**src/rtl/fir_pkg.sv**
```systemverilog
// Shared types and helpers for the time-multiplexed FIR filter.
// Optional feature macro: FIR_SAT_EN (output saturation instead of wrap).
package fir_pkg;

    typedef enum logic [1:0] {
        IDLE = 2'd0,
        MAC  = 2'd1,
        HOLD = 2'd2
    } fir_state_t;

    // Accumulator width that can hold the sum of all tap products without overflow.
    function automatic int acc_w(input int data_w, input int coef_w, input int taps);
        return data_w + coef_w + $clog2(taps);
    endfunction

    // Half an LSB of the output, added before the arithmetic shift (round-half-up).
    function automatic int round_half(input int frac_bits);
        return 1 << (frac_bits - 1);
    endfunction

    // Clamp a signed value into the range of a data_w-bit two's-complement number.
    function automatic logic signed [63:0] saturate(input logic signed [63:0] v,
                                                    input int data_w);
        logic signed [63:0] hi;
        logic signed [63:0] lo;
        hi = (64'sd1 <<< (data_w - 1)) - 64'sd1;
        lo = -(64'sd1 <<< (data_w - 1));
        if (v > hi) begin
            return hi;
        end else if (v < lo) begin
            return lo;
        end
        return v;
    endfunction

endpackage

```
**src/rtl/fir_coef_bank.sv**
```systemverilog
// Coefficient register file for the TDM FIR. Resets to a moving-average kernel,
// accepts writes only when the filter is idle, and serves one tap per cycle.
// If a write coincides with a sample being accepted, the overwritten value is
// remembered so that sample still filters with the coefficient it was accepted under.
module fir_coef_bank #(
    parameter int COEF_W    = 8,
    parameter int TAPS      = 8,
    parameter int FRAC_BITS = 7
) (
    input  logic                       clk,
    input  logic                       reset_n,
    input  logic                       wr_en,
    input  logic [$clog2(TAPS)-1:0]    wr_addr,
    input  logic signed [COEF_W-1:0]   wr_data,
    input  logic                       accept,
    input  logic [$clog2(TAPS)-1:0]    rd_addr,
    output logic signed [COEF_W-1:0]   rd_data
);

    localparam int AW = $clog2(TAPS);
    localparam logic signed [COEF_W-1:0] COEF_RESET = COEF_W'((1 << FRAC_BITS) / TAPS);

    logic signed [COEF_W-1:0] coef [TAPS];
    logic                     in_range;
    logic                     shadow_valid;
    logic [AW-1:0]            shadow_addr;
    logic signed [COEF_W-1:0] shadow_data;

    assign in_range = ({1'b0, wr_addr} < (AW + 1)'(TAPS));

    for (genvar gi = 0; gi < TAPS; gi++) begin : g_coef
        // One coefficient register; addresses beyond the last tap never match.
        always_ff @(posedge clk or negedge reset_n) begin
            if (!reset_n) begin
                coef[gi] <= COEF_RESET;
            end else if (wr_en && (wr_addr == AW'(gi))) begin
                coef[gi] <= wr_data;
            end
        end
    end

    // Capture the pre-write value when a write lands on the accepting edge.
    always_ff @(posedge clk or negedge reset_n) begin
        if (!reset_n) begin
            shadow_valid <= 1'b0;
            shadow_addr  <= '0;
            shadow_data  <= '0;
        end else if (accept) begin
            shadow_valid <= wr_en && in_range;
            shadow_addr  <= wr_addr;
            shadow_data  <= coef[wr_addr];
        end
    end

    assign rd_data = (shadow_valid && (shadow_addr == rd_addr)) ? shadow_data : coef[rd_addr];

endmodule

```
**src/rtl/fir_filter_tdm.sv**
```systemverilog
// Time-multiplexed signed FIR: TAPS-deep delay line, one shared multiplier,
// programmable coefficients, valid/ready handshakes on both sides.
// Optional feature macro: FIR_SAT_EN clamps the rounded result and drives sat_flag;
// without it the output wraps and sat_flag stays 0.
module fir_filter_tdm
    import fir_pkg::*;
#(
    parameter int DATA_W    = 16,
    parameter int COEF_W    = 8,
    parameter int TAPS      = 8,
    parameter int FRAC_BITS = 7
) (
    input  logic                       clk,
    input  logic                       reset_n,
    input  logic signed [DATA_W-1:0]   data_in,
    input  logic                       in_valid,
    output logic                       in_ready,
    output logic signed [DATA_W-1:0]   data_out,
    output logic                       out_valid,
    input  logic                       out_ready,
    input  logic                       coef_we,
    input  logic [$clog2(TAPS)-1:0]    coef_addr,
    input  logic signed [COEF_W-1:0]   coef_wdata,
    output logic                       sat_flag
);

    localparam int AW     = $clog2(TAPS);
    localparam int PROD_W = DATA_W + COEF_W;
    localparam int ACC_W  = acc_w(DATA_W, COEF_W, TAPS);
    localparam logic signed [ACC_W-1:0] ROUND_C = ACC_W'(round_half(FRAC_BITS));
    localparam logic [AW-1:0] LAST_K = AW'(TAPS - 1);

    fir_state_t               state;
    fir_state_t               state_next;
    logic                     accept;
    logic                     last;
    logic [AW-1:0]            k;
    logic signed [DATA_W-1:0] x [TAPS];
    logic signed [ACC_W-1:0]  acc;
    logic signed [ACC_W-1:0]  acc_next;
    logic signed [DATA_W-1:0] x_sel;
    logic signed [COEF_W-1:0] h_sel;
    logic signed [PROD_W-1:0] prod;
    logic signed [DATA_W-1:0] result;
    logic                     result_sat;

    assign in_ready = (state == IDLE);
    assign accept   = in_valid && in_ready;
    assign last     = (state == MAC) && (k == LAST_K);

    fir_coef_bank #(
        .COEF_W    (COEF_W),
        .TAPS      (TAPS),
        .FRAC_BITS (FRAC_BITS)
    ) u_coef_bank (
        .clk     (clk),
        .reset_n (reset_n),
        .wr_en   (coef_we && in_ready),
        .wr_addr (coef_addr),
        .wr_data (coef_wdata),
        .accept  (accept),
        .rd_addr (k),
        .rd_data (h_sel)
    );

    for (genvar gi = 0; gi < TAPS; gi++) begin : g_delay
        if (gi == 0) begin : g_head
            // Newest sample enters at tap 0 when a sample is accepted.
            always_ff @(posedge clk or negedge reset_n) begin
                if (!reset_n) begin
                    x[0] <= '0;
                end else if (accept) begin
                    x[0] <= data_in;
                end
            end
        end else begin : g_tail
            // Older samples move one tap further on each accepted sample.
            always_ff @(posedge clk or negedge reset_n) begin
                if (!reset_n) begin
                    x[gi] <= '0;
                end else if (accept) begin
                    x[gi] <= x[gi-1];
                end
            end
        end
    end

    assign x_sel    = x[k];
    assign prod     = x_sel * h_sel;
    assign acc_next = acc + ACC_W'(prod);

`ifdef FIR_SAT_EN
    logic signed [ACC_W-1:0] rounded;
    logic signed [63:0]      rnd_wide;
    logic signed [63:0]      clamped;

    // Round the final sum and clamp it into the output range.
    always_comb begin
        rounded    = (acc_next + ROUND_C) >>> FRAC_BITS;
        rnd_wide   = {{(64 - ACC_W){rounded[ACC_W-1]}}, rounded};
        clamped    = saturate(rnd_wide, DATA_W);
        result     = clamped[DATA_W-1:0];
        result_sat = (clamped != rnd_wide);
    end
`else
    // Round the final sum and keep the low DATA_W bits (two's-complement wrap).
    always_comb begin
        result     = DATA_W'((acc_next + ROUND_C) >>> FRAC_BITS);
        result_sat = 1'b0;
    end
`endif

    // FSM state register.
    always_ff @(posedge clk or negedge reset_n) begin
        if (!reset_n) begin
            state <= IDLE;
        end else begin
            state <= state_next;
        end
    end

    // FSM next state: accept -> accumulate TAPS products -> hold until taken.
    always_comb begin
        state_next = state;
        case (state)
            IDLE:    if (accept)     state_next = MAC;
            MAC:     if (last)       state_next = HOLD;
            HOLD:    if (out_ready)  state_next = IDLE;
            default:                 state_next = IDLE;
        endcase
    end

    // Tap counter, accumulator and output register.
    always_ff @(posedge clk or negedge reset_n) begin
        if (!reset_n) begin
            k         <= '0;
            acc       <= '0;
            data_out  <= '0;
            sat_flag  <= 1'b0;
            out_valid <= 1'b0;
        end else begin
            case (state)
                IDLE: begin
                    if (accept) begin
                        k   <= '0;
                        acc <= '0;
                    end
                end
                MAC: begin
                    if (last) begin
                        data_out  <= result;
                        sat_flag  <= result_sat;
                        out_valid <= 1'b1;
                    end else begin
                        acc <= acc_next;
                        k   <= k + AW'(1);
                    end
                end
                HOLD: begin
                    if (out_ready) begin
                        out_valid <= 1'b0;
                    end
                end
                default: ;
            endcase
        end
    end

endmodule
```
**config.mk**
```make
export PLATFORM = sky130hd
export DESIGN_NAME = fir_filter_tdm
export DESIGN_NICKNAME = d
export VERILOG_FILES = /design/src/rtl/fir_pkg.sv /design/src/rtl/fir_coef_bank.sv /design/src/rtl/fir_filter_tdm.sv
export SDC_FILE = /design/constraint.sdc
export NUM_CORES = 1
export LEC_CHECK = 0
export ABC_AREA = 1
export BUFFER_PORTS_ARGS = -buffer_cell sky130_fd_sc_hd__buf_2
export CORE_ASPECT_RATIO = 0.9
export CORE_UTILIZATION = 31
export CTS_BUF_LIST = sky130_fd_sc_hd__clkbuf_8
export CTS_CLUSTER_DIAMETER = 30
export DETAILED_ROUTE_END_ITERATION = 10
export GPL_TIMING_DRIVEN = 0
export PLACE_DENSITY = 0.42
export RECOVER_POWER = 25
export SYNTH_ARGS = -nofsm -noshare
export SYNTH_HDL_FRONTEND = slang
export SYNTH_SLANG_ARGS = --single-unit
```
**constraint.sdc**
```tcl
create_clock -name clk -period 8.3 [get_ports clk]
set_clock_uncertainty 0.15 [all_clocks]
set_input_delay 1.245 -clock clk [delete_from_list [all_inputs] [get_ports clk]]
set_output_delay 1.245 -clock clk [all_outputs]
set_load 0.02 [all_outputs]
```
==> out/summary.json <==
{
  "fmaxAchievable_mhz": 129,
  "setup-violations-final": 0,
  "timing.hold.worst.class": "flop to flop",
  "grt_overflow": 0,
  "detail_route.wl_per_cell_microns": 19.0,
  "drt_pre_antenna_iters": 7,
  "layout.nets": 2472,
  "maximum_number_of_pins_on_one_net_before_global_route_repair": 103,
  "status": "complete, but fails checks",
  "cts.sinks": 249,
  "synth-adder-area-share_pct": 18.4,
  "final_cell_mix": "nand2_1, inv_1, o21ai_0",
  "drt_drc_violations_left": 0,
  "final_worst_setup_slack_ns": 0.559,
  "post_synth_xor_area_fraction_pct": 0.869,
  "ctsHtreeMaxLevel": 3,
  "finalWeightedCongestion": 0.877,
  "post_synthesis_share_of_cell_area_spent_on_and_or_nand_and_nor_gates_pct": 20.7,
  "dieArea_sq_um": 55300,
  "pre_cts_ws_ns": -0.0273,
  "clkLatencyLatePin_ns": 0.66,
  "cts-buffers-inserted": 80,
  "fillers": 5648,
  "timing.max_cap.violations": 2,
  "rows": 80,
  "chipHeight_microns": 223,
  "yosys.area.top_type_share_pct": 35.8,
  "cts_root_buf": "clkbuf_8",
  "worst-path-max-fanout": 10,
  "route.antenna.remaining_nets": 0,
  "timing_worst_setup_path_type": "flop to flop",
  "grt_first_pass_wirelength_microns": 90500,
  "standard_cell_core_area_sq_um": 53400,
  "worst_setup_hold_path_clk_slew_ns": 0.04,
  "postCtsSetupBuffers": 0,
  "cts.path.max_buffers": 3,
  "worstPathArrival_ns": 8.11,
  "top_cell_type_by_total_area_after_synthesis": "dfrtp_1",
  "mappedNetlistNets": 2339,
  "final_layout_size_suffix_gt1_share_pct": 11.1,
  "max_slew.worst_pin.slew_ns": 5.19,
  "initial_utilization_pct": 31.6,
  "yosysSeqAreaShare_pct": 37.0,
  "cts_hold_buffers": 0,
  "number_of_distinct_library_cells_after_synthesis": 46,
  "synth_top_family_by_area": "simple AND/OR/NAND/NOR gates",
  "synth.area.mux_share_pct": 0,
  "areaGrowthSynthToFinish_pct": 18.5,
  "syn_area_sq_um": 16900,
  "multiInputGateArea_sq_um": 9120,
  "period_needed_ns": 7.74,
  "fin_crit_sh_pct": 93.3,
  "synthCells": 2132,
  "timing_hold_violations_final": 0,
  "crit_slowest_cell": "fa_1",
  "syn_area_per_cell_sq_um": 7.91,
  "violations_in_the_final_reports": "capacitance limit, slew limit",
  "antenna_found_initial": 1,
  "viasPerCell": 4.89,
  "grt_setup_unrepaired": "false",
  "final-max-slew-violation-count": 151,
  "boundary_pin_count": 51,
  "cts_tree": "yes",
  "critical-path-max-stage-delay_ns": 0.56,
  "worst_setup_path_start_kind": "flop",
  "detailedRoute.firstIterationViolations": 1120,
  "synth_area_in_compound_gates_pct": 14.0,
  "commonest_non_fill_non_tap_cell_in_the_layout": "nand2_1",
  "total_number_of_yosys_warnings": 0,
  "flip_flop_and_latch_count_after_synthesis": 249,
  "seq_area_sq_um": 6240,
  "place.port_buffers": 49,
  "die_width_microns": 248,
  "cp-end-kind": "flop",
  "critPathRequiredTime_ns": 8.67,
  "dpl.hpwl_microns": 43600,
  "synth.top_cells.by_area": "dfrtp_1, fa_1, nand2_1",
  "first_global_vias": 15000,
  "max_slew_margin_pct": -246,
  "routed_wirelength_microns": 57400,
  "crit_top_cell": "nand2_1",
  "groute.usage.overall_pct": 21.7,
  "via_count": 14800
}
[metal layers]
layer  global-route usage (%)  vias up  routed length, microns
li1                         -     7059                       -
met1                     32.3     7266                   28700
met2                     31.6      377                   24500
met3                     4.03       96                    2710
met4                     6.45        0                    1410
met5                        0        -                       0
[Yosys cell counts, drive strengths merged]
cell type,instances
o2111ai,3
a22o,2
dfrtp,241
fa,122
nand2,598
o21bai,1
a211oi,1
dfstp,8
xor2,12
or2,3
buf,42
a221o,2
nor2,154
o311ai,5
inv,287
nand3b,5
ha,53
nand3,95
a21oi,103
nand4,10
o31ai,2
and2,2
conb,1
nor3,4
o22ai,10
o21ai,280
xnor2,3
clkbuf,52
a22oi,16
a21boi,2
o21a,3
o211ai,10
[what timing repair did]
item	4_1_cts	5_1_grt
setup endpoints to repair	1	8
pin swaps	0	1
cloned	0	0
resized for setup	1	10
[registers in the layout, indices dropped and copies added, names as in the netlist]
signal and flops:
u_coef_bank.shadow_addr 3, u_coef_bank.coef 64, x 128, out_valid 1
k 3, u_coef_bank.shadow_data 8, u_coef_bank.shadow_valid 1, data_out 16
acc 23, state 2
[worst paths after layout]
path / startpoint / endpoint / slack, ns / cells past startpoint
worst max-delay path: k[1]$_DFFE_PN0P_ / data_out[15]$_DFFE_PN0P_ / 0.56 / 30
worst min-delay path: data_out[0]$_DFFE_PN0P_ / data_out[0]$_DFFE_PN0P_ / 0.32 / 2
worst max register to register: k[1]$_DFFE_PN0P_ / data_out[15]$_DFFE_PN0P_ / 0.56 / 30
worst min register to register: data_out[0]$_DFFE_PN0P_ / data_out[0]$_DFFE_PN0P_ / 0.32 / 2
max in group asynchronous: reset_n / data_out[10]$_DFFE_PN0P_ / 1.91 / 2
min in group asynchronous: reset_n / x[103]$_DFFE_PN0P_ / 2.33 / 1
[through the flow]
stage	hold WS, ns	instances	TNS, ns	utilization, %	instance area (sq um)
floorplan	0.299	2132	0	-	16900
global placement	0.309	2878	-0.0595	33.7	18000
detailed placement	0.315	2880	-0.0273	33.8	18000
CTS	0.324	3024	0	37.4	20000
global route	0.345	3025	0	37.4	20000
finish	0.318	3025	0	37.4	20000
[critical path: cells and delay by family, from the launching register on]
kind	cells	cell delay [ns]
AO/OA/AOI/OAI	3	0.81
XOR/XNOR	1	0.21
buffers and inverters	6	1.12
flip-flops	1	0.43
adder cells (fa/ha/maj)	6	3.01
AND/OR/NAND/NOR	14	1.86
[area by class of cell]
| class | count | area share, % |
|---|---|---|
| inverters | 287 | 5.40 |
| diodes | 1 | 0.0125 |
| plain buffers | 94 | 2.22 |
| clock buffers | 96 | 6.62 |
| well taps | 697 | 4.37 |
| clock inverters | 48 | 3.06 |
| multi-input cells | 1502 | 45.7 |
| repair buffers | 51 | 1.38 |
| flip-flops and latches | 249 | 31.3 |
[cells by family (layout without fill, tap and decap cells)]
family | count (synthesis) | count (layout)
compound gates | 440 | 440
xor+xnor | 15 | 15
fa+ha+maj | 175 | 175
buf+inv | 381 | 576
flops | 249 | 249
other cells | 1 | 2
simple gates | 871 | 871
Power is not shown: default switching activity piles up to over one toggle a cycle in this logic, so the estimate is an artifact.
